<file path="src/rtl/mac_tx_framer.sv">
// Ethernet TX framer: preamble, SFD, header, payload, pad, FCS, IPG on a
// DATA_W (8 or 4) PHY bus. Optional 802.1Q tag via `VLAN_TAG_EN.
// Ports: clk, rst (async, active low); s_data/s_valid/s_last/s_ready byte
// source; dest_mac, ethertype (vlan_tci) per frame; txd, txen to PHY;
// busy, frame_done, tx_err status.

module crc32 #(
  parameter int WIDTH = 8
) (
  input  logic             clk,
  input  logic             rst,
  input  logic             init,
  input  logic             en,
  input  logic [WIDTH-1:0] data,
  output logic [31:0]      crc
);

  logic [31:0] nxt;

  // Reflected CRC-32, LSB of the data first.
  always_comb begin
    nxt = crc;
    for (int i = 0; i < WIDTH; i++) begin
      nxt = (nxt >> 1) ^
            ((nxt[0] ^ data[i]) ? 32'hEDB88320 : 32'h0);
    end
  end

  always_ff @(posedge clk or negedge rst) begin
    if (!rst) crc <= '1;
    else if (init) crc <= '1;
    else if (en) crc <= nxt;
  end

endmodule

module mac_tx_framer #(
  parameter logic [47:0] MAC_ADDR     = 48'h0,
  parameter int          DATA_W       = 8,
  parameter int          PREAMBLE_LEN = 7,
  parameter int          IPG_BYTES    = 12,
  parameter int          MIN_FRAME    = 60,
  parameter int          MAX_PAYLOAD  = 1500
) (
  input  logic              clk,
  input  logic              rst,
  input  logic [7:0]        s_data,
  input  logic              s_valid,
  input  logic              s_last,
  output logic              s_ready,
  input  logic [47:0]       dest_mac,
  input  logic [15:0]       ethertype,
`ifdef VLAN_TAG_EN
  input  logic [15:0]       vlan_tci,
`endif
  output logic [DATA_W-1:0] txd,
  output logic              txen,
  output logic              busy,
  output logic              frame_done,
  output logic              tx_err
);

  typedef enum logic [3:0] {
    IDLE, PREAMBLE, SFD, DEST, SRC, VLAN,
    TYPE, PAYLOAD, PAD, FCS, IPG
  } state_t;

`ifdef VLAN_TAG_EN
  localparam int HW = 144;
  logic [HW-1:0] hdr_init;
  assign hdr_init = {dest_mac, MAC_ADDR,
                     16'h8100, vlan_tci, ethertype};
`else
  localparam int HW = 112;
  logic [HW-1:0] hdr_init;
  assign hdr_init = {dest_mac, MAC_ADDR, ethertype};
`endif

  state_t st, ns, es;
  logic [11:0] cnt, ec, flen;
  logic ph, se, err, lst;
  logic start, under, over, acc, a_last, done;
  logic tx_on, hdr_en, crc_en;
  logic [7:0] hold, b, sh, fcs_b;
  logic [DATA_W-1:0] nib;
  logic [HW-1:0] hdr;
  logic [31:0] crc;

  assign s_ready = (st == PAYLOAD) && !ph;

  crc32 #(.WIDTH(DATA_W)) u_crc (
    .clk  (clk),
    .rst  (rst),
    .init (start),
    .en   (crc_en),
    .data (nib),
    .crc  (crc)
  );

  always_comb begin
    case (ec[1:0])
      2'd0: fcs_b = crc[7:0];
      2'd1: fcs_b = crc[15:8];
      2'd2: fcs_b = crc[23:16];
      default: fcs_b = crc[31:24];
    endcase
  end

  // The state machine produces the symbol that txd shows next cycle.
  // Frame start and underrun redirect the current cycle (es/ec) so the
  // wire never idles between the redirect and the next symbol.
  always_comb begin
    es     = st;
    ec     = cnt;
    start  = 1'b0;
    under  = 1'b0;
    over   = 1'b0;
    done   = 1'b0;
    b      = 8'h00;
    if (st == IDLE && s_valid) begin
      es    = PREAMBLE;
      ec    = '0;
      start = 1'b1;
    end
    if (st == PAYLOAD && !ph && !s_valid) begin
      es    = FCS;
      ec    = '0;
      under = 1'b1;
    end
    acc    = (st == PAYLOAD) && !ph && s_valid;
    a_last = ph ? lst : s_last;
    se     = (DATA_W == 8) || ph || (es == IDLE);
    ns     = es;
    case (es)
      PREAMBLE: begin
        b = 8'h55;
        if (ec == 12'(PREAMBLE_LEN - 1)) ns = SFD;
      end
      SFD: begin
        b  = 8'hD5;
        ns = DEST;
      end
      DEST: begin
        b = hdr[HW-1 -: 8];
        if (ec == 12'd5) ns = SRC;
      end
      SRC: begin
        b = hdr[HW-1 -: 8];
`ifdef VLAN_TAG_EN
        if (ec == 12'd5) ns = VLAN;
`else
        if (ec == 12'd5) ns = TYPE;
`endif
      end
      VLAN: begin
        b = hdr[HW-1 -: 8];
        if (ec == 12'd3) ns = TYPE;
      end
      TYPE: begin
        b = hdr[HW-1 -: 8];
        if (ec == 12'd1) ns = PAYLOAD;
      end
      PAYLOAD: begin
        b = ph ? hold : s_data;
        over = acc && !s_last &&
               (ec == 12'(MAX_PAYLOAD - 1));
        if (a_last)
          ns = (flen + 12'd1 < 12'(MIN_FRAME)) ? PAD : FCS;
        else if (ec == 12'(MAX_PAYLOAD - 1))
          ns = FCS;
      end
      PAD: begin
        b = 8'h00;
        if (flen + 12'd1 == 12'(MIN_FRAME)) ns = FCS;
      end
      FCS: begin
        // Errored frames send the raw CRC so the FCS can never match.
        b = (err || under) ? fcs_b : ~fcs_b;
        if (ec == 12'd3) begin
          ns   = IPG;
          done = se;
        end
      end
      IPG: begin
        if (ec == 12'(IPG_BYTES - 1)) ns = IDLE;
      end
      default: ns = IDLE;
    endcase
    if (!se) ns = es;
    sh     = ph ? {4'h0, b[7:4]} : b;
    nib    = sh[DATA_W-1:0];
    tx_on  = (es != IDLE) && (es != IPG);
    hdr_en = es inside {DEST, SRC, VLAN, TYPE};
    crc_en = es inside {DEST, SRC, VLAN, TYPE, PAYLOAD, PAD};
  end

  always_ff @(posedge clk or negedge rst) begin
    if (!rst) begin
      st         <= IDLE;
      cnt        <= '0;
      ph         <= 1'b0;
      flen       <= '0;
      err        <= 1'b0;
      hdr        <= '0;
      hold       <= '0;
      lst        <= 1'b0;
      txd        <= '0;
      txen       <= 1'b0;
      busy       <= 1'b0;
      frame_done <= 1'b0;
      tx_err     <= 1'b0;
    end else begin
      st <= ns;
      ph <= !se;
      if (se)
        cnt <= (ns != es || ns == IDLE) ? '0 : ec + 12'd1;
      else
        cnt <= ec;
      if (start) begin
        hdr  <= hdr_init;
        flen <= '0;
        err  <= 1'b0;
      end else begin
        if (se && hdr_en) hdr <= hdr << 8;
        if (se && crc_en) flen <= flen + 12'd1;
        if (under || over) err <= 1'b1;
      end
      if (acc) begin
        hold <= s_data;
        lst  <= s_last;
      end
      txd        <= tx_on ? nib : '0;
      txen       <= tx_on;
      busy       <= es != IDLE;
      frame_done <= done;
      tx_err     <= under || over;
    end
  end

endmodule

</file>
<file path="config.mk">
export PLATFORM = sky130hd
export DESIGN_NAME = mac_tx_framer
export DESIGN_NICKNAME = d
export VERILOG_FILES = /design/src/rtl/mac_tx_framer.sv
export SDC_FILE = /design/constraint.sdc
export NUM_CORES = 1
export LEC_CHECK = 0
export CORE_UTILIZATION = 55
export DETAILED_ROUTE_END_ITERATION = 16
export GPL_ROUTABILITY_DRIVEN = 1
export GPL_TIMING_DRIVEN = 1
export PLACE_DENSITY = 0.77
export SLEW_MARGIN = 20
export SYNTH_ARGS = -nofsm -noshare
export SYNTH_HDL_FRONTEND = slang
export SYNTH_SLANG_ARGS = --single-unit
</file>
<file path="constraint.sdc">
create_clock -name clk -period 5.6 [get_ports clk]
set_input_delay 1.12 -clock clk [delete_from_list [all_inputs] [get_ports clk]]
set_output_delay 1.12 -clock clk [all_outputs]
set_load 0.02 [all_outputs]
</file>
# [Word-level counts from Yosys, hierarchy flattened]
# Index checks and enable logic that the tools add are counted.
[totals] reg_bits=185 input_bits=76
[op_classes] n_mux=42 n_lt_le_gt_ge=1 n_addsub=2 bitwise=17 eq_ne=22 n_reduce_logical=21
[ops] cell="$mux 32" n=10
[ops] cell="$xor 31x32->32" n=8
[ops] cell="$mux 112" n=2
[ops] cell="$mux 12" n=5
[ops] cell="$mux 4" n=12
[ops] cell="$pmux 4 s10" n=1
[ops] cell="$pmux 8 s5" n=1
[ops] cell="$add 12x1->12 const B" n=2
[ops] cell="$eq 12x3->1 const B" n=2
[ops] cell="$pmux 8 s3" n=1
[ops] cell="$eq 4x3->1 const B" n=5
[ops] cell="$mux 8" n=2
[ops] cell="$eq 12x1->1 const B" n=1
[ops] cell="$eq 12x11->1 const B" n=1
[ops] cell="$eq 12x2->1 const B" n=1
[ops] cell="$eq 12x4->1 const B" n=1
[ops] cell="$eq 12x6->1 const B" n=1
[ops] cell="$eq 4x4->1 const B" n=3
[ops] cell="$lt 12x6->1 const B" n=1
[ops] cell="$eq 4x2->1 const B" n=2
[ops] cell="$logic_not 4->1" n=2
[ops] cell="$mux 1" n=8
[ops] cell="$not 8->8" n=1
[ops] cell="$reduce_bool 4->1" n=2
[ops] cell="13 further kinds" n=30

# [Depth between registers and ports, before layout]
# Gate-level depths: netlist (run 1).
[depth] ltp_word=35 mapped_depth=17 mapped_depth_nobuf=14

# [By module]
# From an unflattened synthesis (run 1), not the netlist that was laid out.
[hier_totals] hier_cells=1044 area_unflattened_um2=10007.1
[by_module_without_submodules] module="mac_tx_framer" n_inst=1 area_each_um2=7808.7 cells_per_inst=850 seq_area_each_um2=3828.7
[by_module_without_submodules] module="crc32" n_inst=1 area_each_um2=2198.4 cells_per_inst=194 seq_area_each_um2=840.8

# [Worst setup path after synthesis (run 1)]
# No wires, ideal clock.
[synth_timing] kind="in2reg" start="input port s_valid" end="register cnt[8]" setup_ps=133 path_slack_ps=917 path_stages=16 arrival_time_ps=4550 required_time_ps=5467 path_buffers=3 cell_sequence="buf_2 -> and4b_1 -> o21bai_1 -> nand2_1 -> inv_1 -> ha_1 -> clkbuf_1 -> nand2_1 -> or3_1 -> o31ai_2 -> o21a_1 -> o21ai_1 -> or4_4 -> o311ai_2 -> buf_6 -> nor3_1"
[synth_between] elab_chain_cells=10 elab_cells_between_ends=39 classes_between="add/sub: 1; eq/ne: 17; mux: 16; reduce/logical: 5"
[synth_rtl] item="from (decl)" line="48" source="input logic s_valid,"
[synth_rtl] item="$logic_and 1x1->1 / $logic_not 1->1 (equally long branches)" line="120, 125"
[synth_rtl] item="$mux 12 / $logic_and 1x1->1 (equally long branches)" line="120, 125"
[synth_rtl] item="$mux 12" line="125" source="if (st == PAYLOAD && !ph && !s_valid) begin"
[synth_rtl] item="$eq 12x11->1" line="169" source="else if (ec == 12'(MAX_PAYLOAD - 1))"
[synth_rtl] item="$mux 4" line="169"
[synth_rtl] item="$mux 4" line="167" source="if (a_last)"
[synth_rtl] item="$pmux 4 s10 *" line="134" source="case (es)"
[synth_rtl] item="named net ns[1]" line="79" source="state_t st, ns, es;"
[synth_rtl] item="$ne 4x4->1 / $logic_not 4->1 (equally long branches)" line="216" source="cnt <= (ns != es || ns == IDLE) ? '0 : ec + 12'd1;"
[synth_rtl] item="$logic_or 1x1->1 *" line="216"
[synth_rtl] item="$mux 12 *" line="216"
[synth_rtl] item="to (signal assigned)" line="216"
[synth_rtl] item="to (decl)" line="80" source="logic [11:0] cnt, ec, flen;"
# The timed path passes the listed nets; every way through them passes the cells marked *.
# A chain may end at the register's enable or synchronous reset.

# [Worst setup path after layout (run 1)]
[layout_timing] start="input port s_valid" end="register u_crc.crc[29]"
[layout_between] elab_chain_cells=22 elab_cells_between_ends=49 classes_between="eq/ne: 11; mux: 16; bitwise: 14; reduce/logical: 8"
[layout_rtl] item="$logic_and 1x1->1 / $logic_not 1->1 (equally long branches)" line="120, 125"
[layout_rtl] item="$mux 12 / $logic_and 1x1->1 (equally long branches)" line="120, 125"
[layout_rtl] item="$mux 12" line="125"
[layout_rtl] item="$eq 2x2->1, or another cell as far along" line="101" source="case (ec[1:0])"
[layout_rtl] item="$pmux 8 s3" line="101"
[layout_rtl] item="$not 8->8" line="178" source="b = (err || under) ? fcs_b : ~fcs_b;"
[layout_rtl] item="$mux 8" line="178"
[layout_rtl] item="$pmux 8 s5" line="134"
[layout_rtl] item="$xor 1x1->1" line="25" source="((nxt[0] ^ data[i]) ? 32'hEDB88320 : 32'h0);"
[layout_rtl] item="$mux 32" line="25"
[layout_rtl] item="$xor 31x32->32 (6 in series)" line="24" source="nxt = (nxt >> 1) ^"
[layout_rtl] item="$xor 1x1->1" line="25"
[layout_rtl] item="$mux 32" line="25"
[layout_rtl] item="$xor 31x32->32 (2 in series)" line="24"
[layout_rtl] item="$mux 32" line="32" source="else if (en) crc <= nxt;"
[layout_rtl] item="$mux 32" line="31" source="else if (init) crc <= '1;"
[layout_rtl] item="to (signal assigned)" line="32"
[layout_rtl] item="to (decl)" line="15" source="output logic [31:0] crc"
# Several ways; a longest one is shown, not always the timed one. The select of a mux whose other input is x is not followed.

==> results.cfg, run 1 <==
[worst_setup_path]
cp.depth = 15
cp.arrival_ps = 5280
critPathCaptureType = register
start_kind = input pin
rr_endpoint = u_crc.crc[29]$_DFFE_PN1P_
critPathBufInv = 2
reg2reg_depth = 15
crit_slowest_cell = clkdlybuf4s50_1
path_cells = clkdlybuf4s50_1, nor4b_1, o21bai_1, nand2_1, inv_1, ha_1, a222oi_1, o21ai_0, xnor2_1, a22o_1, xor2_2, xnor2_2, xnor2_2, xor2_1, a21oi_1
r2r-start = st[1]$_DFF_PN0_
regToRegSetupSlack_ps = 1290
crit_family = XOR/XNOR gates
cp-startpoint = s_valid
crit_path_max_incr_delay_ps = 580
required_ps = 5960
cp_common_cell = xnor2_2
critPathMaxFanout = 10
path_class = in2reg
endpoint = u_crc.crc[29]$_DFFE_PN1P_

[die]
ios = 89
row_count = 47
core-area_sq_mm = 0.0168
die_w_um = 133
die_area_sq_mm = 0.0178
start_util_pct = 56.7
fp.dieH_um = 133

[logic_synthesis]
synth-edff-count = 0
synth_area_per_cell_sq_um = 8.88
yosys-mux-area-fraction_pct = 0.658
synth_top_family_by_area = simple AND/OR/NAND/NOR gates
synth-xor-area-share_pct = 9.39
ys_warn_count = 0
yosys_most_used_dff = dfrtp_1
synthAdderAreaFrac_pct = 0.789
synth_cells = 1071
ys_async_sr_fraction_pct = 100
synthesis.nets = 1153
synthSimpleGateAreaFrac_pct = 21.0
syn_area_sq_mm = 0.00951
synth-seq-cells = 185
post_synth_num_cell_types = 63
synth_compound_area_share_pct = 15.2
ys_seq_area_share_pct = 49.1

[placed_design]
gp_congestion = 0.910
port_buffers = 88
placed_area_sq_mm = 0.0105
hpwl_mm = 15.0
post-place-cells = 1319
dp_worst_setup_slack_ps = 306

[clock_tree]
numCtsBuffers = 17
clockRootBuffer = clkbuf_16
cts_num_sinks = 185
htreeDepth = 4
clock_path_buffers = 2
ctsResizeCount = 0
clk_latency_ps = 440
clkTransAtPathRegs_ps = 70
cts_hold_buf = 0
cts_tree = done
postCtsSetupBuffers = 0

[drt]
wire_per_inst_um = 16.7
wl_met3_um = 891
viasPerCell = 5.77
postRouteAntennaNets = 0
wl_met1_mm = 10.3
routed.top_layer = met4
num_vias = 7791
wirelength_mm = 22.6
wl_met2_mm = 10.9
firstDrtPassIters = 5
initialDrtViolationCount = 726
route.detailed.drc = 0

[final_layout]
fin_util_pct = 66.3
syn2layout_area_growth_pct = 16.8
diodes = 0
finalNonFillerCells = 1351
fin_nets = 1200
fin_area_sq_mm = 0.0111
drive_above_1_share_pct = 9.73

[sta]
slew_viol_final = 0
fin_skew_ps = 6.96
period_share_pct = 87.8
relSlewSlack_pct = 24.4
layout_setup_ws_ps = 684
rsz0062_at_grt = false
max_freq_ghz = 0.203
tightest_slew_ps = 1100
finalCriticalPeriod_ps = 4920
setup-violations-final = 0
whs_ps = 508
hold_viol = 0
fin_tns_setup_ps = 0

[pwr]
clkPwrFrac_pct = 16.8
p_leak_nw = 4.64
pwr-share-comb_pct = 52.0
p_switching_mw = 3.12
peakVddDrop_mv = 0.400
intPower_mw = 4.27
swShare_pct = 42.2
finalPower_mw = 7.39
pwr-share-seq_pct = 31.2
power_density_mw_per_mm2 = 666

[global_route]
groute.usage.overall_pct = 27.3
grt_pass1_vias = 7599
grt_antenna_before_repair = 0
grt_pass1_wl_mm = 38.3
overflow = 0
grt_max_degree = 115

[run]
maxCapViolations = 0

[worst_hold_path]
hold_path_class = reg2reg

[outcome]
status = finished, final reports clean
-- synthesized netlist by cell type, types with 4 or more instances --
master | number | area share [%]
or3_1 | 9 | 0.59
xnor2_2 | 5 | 0.86
dfrtp_1 | 153 | 40
xnor2_1 | 46 | 4.2
xor2_2 | 5 | 0.86
o21a_1 | 4 | 0.32
buf_1 | 10 | 0.39
nand4_1 | 7 | 0.46
a31oi_1 | 62 | 4.1
dfstp_2 | 32 | 8.8
nor2_1 | 99 | 3.9
o21ai_0 | 32 | 1.7
nor3_1 | 42 | 2.2
ha_1 | 6 | 0.79
inv_1 | 9 | 0.36
nand2b_1 | 7 | 0.46
a22o_1 | 10 | 0.92
a21oi_1 | 92 | 4.8
clkbuf_1 | 53 | 2.1
nand2_1 | 255 | 10
xor2_1 | 29 | 2.7
a222oi_1 | 9 | 0.95
and2_1 | 6 | 0.39
nand3_1 | 13 | 0.68
o21ai_1 | 6 | 0.32
o31ai_1 | 6 | 0.47
mux2i_1 | 4 | 0.42
buf_2 | 10 | 0.53
-- how the worst min path moves through the flow --
stage / to / slack [ps] / start / depth (start not counted)
finish: hdr[6]$_DFFE_PN0P_ / 510 / hdr[6]$_DFFE_PN0P_ / 1
global route: hdr[6]$_DFFE_PN0P_ / 510 / hdr[6]$_DFFE_PN0P_ / 1
CTS: hdr[6]$_DFFE_PN0P_ / 510 / hdr[6]$_DFFE_PN0P_ / 1
detailed placement: hdr[3]$_DFFE_PN0P_ / 490 / hdr[3]$_DFFE_PN0P_ / 1
global placement: flen[5]$_DFFE_PN0P_ / 480 / flen[5]$_DFFE_PN0P_ / 1
floorplan: flen[5]$_DFFE_PN0P_ / 450 / flen[5]$_DFFE_PN0P_ / 1
-- layer usage --
layer / GRT usage [%] / up-vias
met4: 8.40 / 0
met3: 5.59 / 32
met1: 37.7 / 3815
li1: - / 3750
met2: 43.6 / 194
met5: 0 / -
-- power by group through the flow --
stage / Sequential, mW / Combinational, mW / Clock, mW
5_1_grt: 2.36 / 4.29 / 1.32
2_1_floorplan: 2.22 / 3.08 / 0
6_report: 2.30 / 3.84 / 1.24
4_1_cts: 2.30 / 3.85 / 1.26
3_3_place_gp: 2.30 / 3.74 / 0
3_5_place_dp: 2.31 / 3.82 / 0
-- layout make-up --
type | count | area (sq um)
fill | 1375 | 5650
sequential | 185 | 4670
multi-input combinational | 799 | 4510
timing repair buffer | 106 | 1020
clock buffer | 19 | 443
tap | 220 | 275
clock inverter | 13 | 158
inverter | 9 | 33.8
-- placed cells by master (no fill, tap or decap), types with 13 or more instances in the layout --
| cell | instances |
|---|---|
| nand2_1 | 254 |
| dfrtp_1 | 153 |
| nor2_1 | 98 |
| a21oi_1 | 92 |
| clkdlybuf4s50_1 | 87 |
| a31oi_1 | 62 |
| xnor2_1 | 46 |
| nor3_1 | 42 |
| o21ai_0 | 32 |
| dfstp_2 | 32 |
| xor2_1 | 29 |
| buf_4 | 18 |
| clkbuf_16 | 17 |
| nand3_1 | 13 |
-- registers in the layout (all words and copies together) (netlist names), 4 cells and up --
register and count:
txd 8, hdr 112, u_crc.crc 32, flen 12, st 4, cnt 12
-- logic make-up (layout without fill, tap and decap cells) --
logic type | count (synthesis) | in the layout
xor gates and xnor gates | 88 | 88
and+or+nand+nor | 462 | 462
buffers and inverters | 87 | 147
adders and majority gates | 6 | 6
DFF | 185 | 185
AOI/OAI and AO/OA | 238 | 238
muxes | 5 | 5
Note: power is estimated with default switching activity, not from simulation.
==> run 2, diff against run 1 <==
--- a/config.mk
+++ b/config.mk
@@ -7,7 +7,7 @@
 export LEC_CHECK = 0
 export CORE_UTILIZATION = 55
 export DETAILED_ROUTE_END_ITERATION = 16
-export GPL_ROUTABILITY_DRIVEN = 1
+export GPL_ROUTABILITY_DRIVEN = 0
 export GPL_TIMING_DRIVEN = 1
 export PLACE_DENSITY = 0.77
 export SLEW_MARGIN = 20
==> run 2 against run 1 <==
Effect of this change: non-clock buffer count down 5; maximum frequency down 0.81%; combinational power about the same; die area unchanged; power down 0.74%; flip-flop and latch count unchanged; critical path type unchanged; critical endpoint unchanged.
==> results.cfg, run 2 (synthesis gave the netlist of run 1 again) <==
[worst_setup_path]
required_ps = 5940
crit_path_max_incr_delay_ps = 540
critPathMaxFanout = 11
path_class = in2reg
critPathBufInv = 2
critPathCaptureType = register
crit_family = XOR/XNOR gates
path_cells = clkdlybuf4s50_1, buf_4, and4b_1, o21bai_1, nand2_1, ha_1, a222oi_1, o21ai_0, xnor2_1, a22o_1, xor2_2, xnor2_2, xnor2_2, xor2_1, a21oi_1
start_kind = input pin
cp_common_cell = xnor2_2
crit_slowest_cell = clkdlybuf4s50_1
cp.arrival_ps = 5290

[final_layout]
final_common_cell = nand2_1
finalNonFillerCells = 1346
fin_util_pct = 66.1
top_register = hdr
fin_nets = 1195
drive_above_1_share_pct = 9.41
diodes = 0
syn2layout_area_growth_pct = 16.4
fin_area_sq_mm = 0.0111
largest_reg_flops = 112
reg.largest.list = hdr x112, u_crc.crc x32
final_cell_mix = nand2_1, dfrtp_1, nor2_1, a21oi_1, clkdlybuf4s50_1

[run]
maxCapViolations = 0

[sta]
hold_viol = 0
layout_setup_ws_ps = 644
tightest_slew_ps = 1090
setup-violations-final = 0
whs_ps = 506
max_freq_ghz = 0.202
period_share_pct = 88.5
relSlewSlack_pct = 25.3
fin_tns_setup_ps = 0
rsz0062_at_grt = false
slew_viol_final = 0
fin_skew_ps = 10.6
finalCriticalPeriod_ps = 4960

[placed_design]
hpwl_mm = 14.7
post-place-cells = 1314
placed_area_sq_mm = 0.0105
dp_worst_setup_slack_ps = 321
port_buffers = 88

[clock_tree]
cts_num_sinks = 185
clockRootBuffer = clkbuf_16
htreeDepth = 4
numCtsBuffers = 17
clkTransAtPathRegs_ps = 70
clock_path_buffers = 2
cts_hold_buf = 0
ctsResizeCount = 0
postCtsSetupBuffers = 0
cts_tree = done
clk_latency_ps = 440

[drt]
initialDrtViolationCount = 736
wire_per_inst_um = 16.5
route.detailed.drc = 0
viasPerCell = 5.79
num_vias = 7790
wirelength_mm = 22.3
firstDrtPassIters = 7
postRouteAntennaNets = 0

[global_route]
grt_antenna_before_repair = 0
grt_pass1_vias = 7456
groute.usage.overall_pct = 26.5
grt_max_degree = 115
overflow = 0
grt_pass1_wl_mm = 37.4

[pwr]
pwr-share-seq_pct = 31.7
finalPower_mw = 7.34
p_leak_nw = 4.61
swShare_pct = 43.2
power_density_mw_per_mm2 = 663
clkPwrFrac_pct = 16.0
peakVddDrop_mv = 0.497
pwr-share-comb_pct = 52.3
p_switching_mw = 3.17
intPower_mw = 4.17

[die]
core-area_sq_mm = 0.0168
fp.dieH_um = 133
die_area_sq_mm = 0.0178
start_util_pct = 56.7
ios = 89
die_w_um = 133
row_count = 47

[worst_hold_path]
hold_path_class = reg2reg

[outcome]
status = finished, final reports clean
run 2: final timing paths:
path	startpoint	endpoint	slack (ps)	depth (start not counted)
setup / recovery	s_valid	u_crc.crc[29]$_DFFE_PN1P_	640	15
hold / removal	hdr[5]$_DFFE_PN0P_	hdr[5]$_DFFE_PN0P_	510	1
setup reg to reg	st[0]$_DFF_PN0_	u_crc.crc[29]$_DFFE_PN1P_	1070	14
hold reg to reg	hdr[5]$_DFFE_PN0P_	hdr[5]$_DFFE_PN0P_	510	1
max in group asynchronous	rst	u_crc.crc[1]$_DFFE_PN1P_	3880	2
min in group asynchronous	rst	cnt[7]$_DFF_PN0_	720	1
run 2: cell type report:
| class | count | area [sq um] |
|---|---|---|
| clock buffers | 17 | 425 |
| clock inverters | 15 | 155 |
| fillers | 1402 | 5690 |
| inverters | 9 | 33.8 |
| multi-input cells | 799 | 4510 |
| flip-flops and latches | 185 | 4670 |
| well taps | 220 | 275 |
| repair buffers | 101 | 1000 |
run 2: per-layer routing:
layer / GRT usage, % / share of wire, % / routed length [um] / vias up
li1: - / - / - / 3745
met1: 36.2 / 45 / 9920 / 3771
met2: 42.3 / 48 / 10600 / 232
met3: 4.64 / 5.0 / 1120 / 42
met4: 10.5 / 2.5 / 562 / 0
met5: 0 / 0 / 0 / -
run 2: power groups by stage:
stage | logic [mW] | registers, mW | clock network, mW
finish | 3.84 | 2.33 | 1.17
global route | 4.25 | 2.38 | 1.24
CTS | 3.83 | 2.32 | 1.19
detailed placement | 3.79 | 2.33 | 0
global placement | 3.69 | 2.32 | 0
floorplan | 3.08 | 2.22 | 0
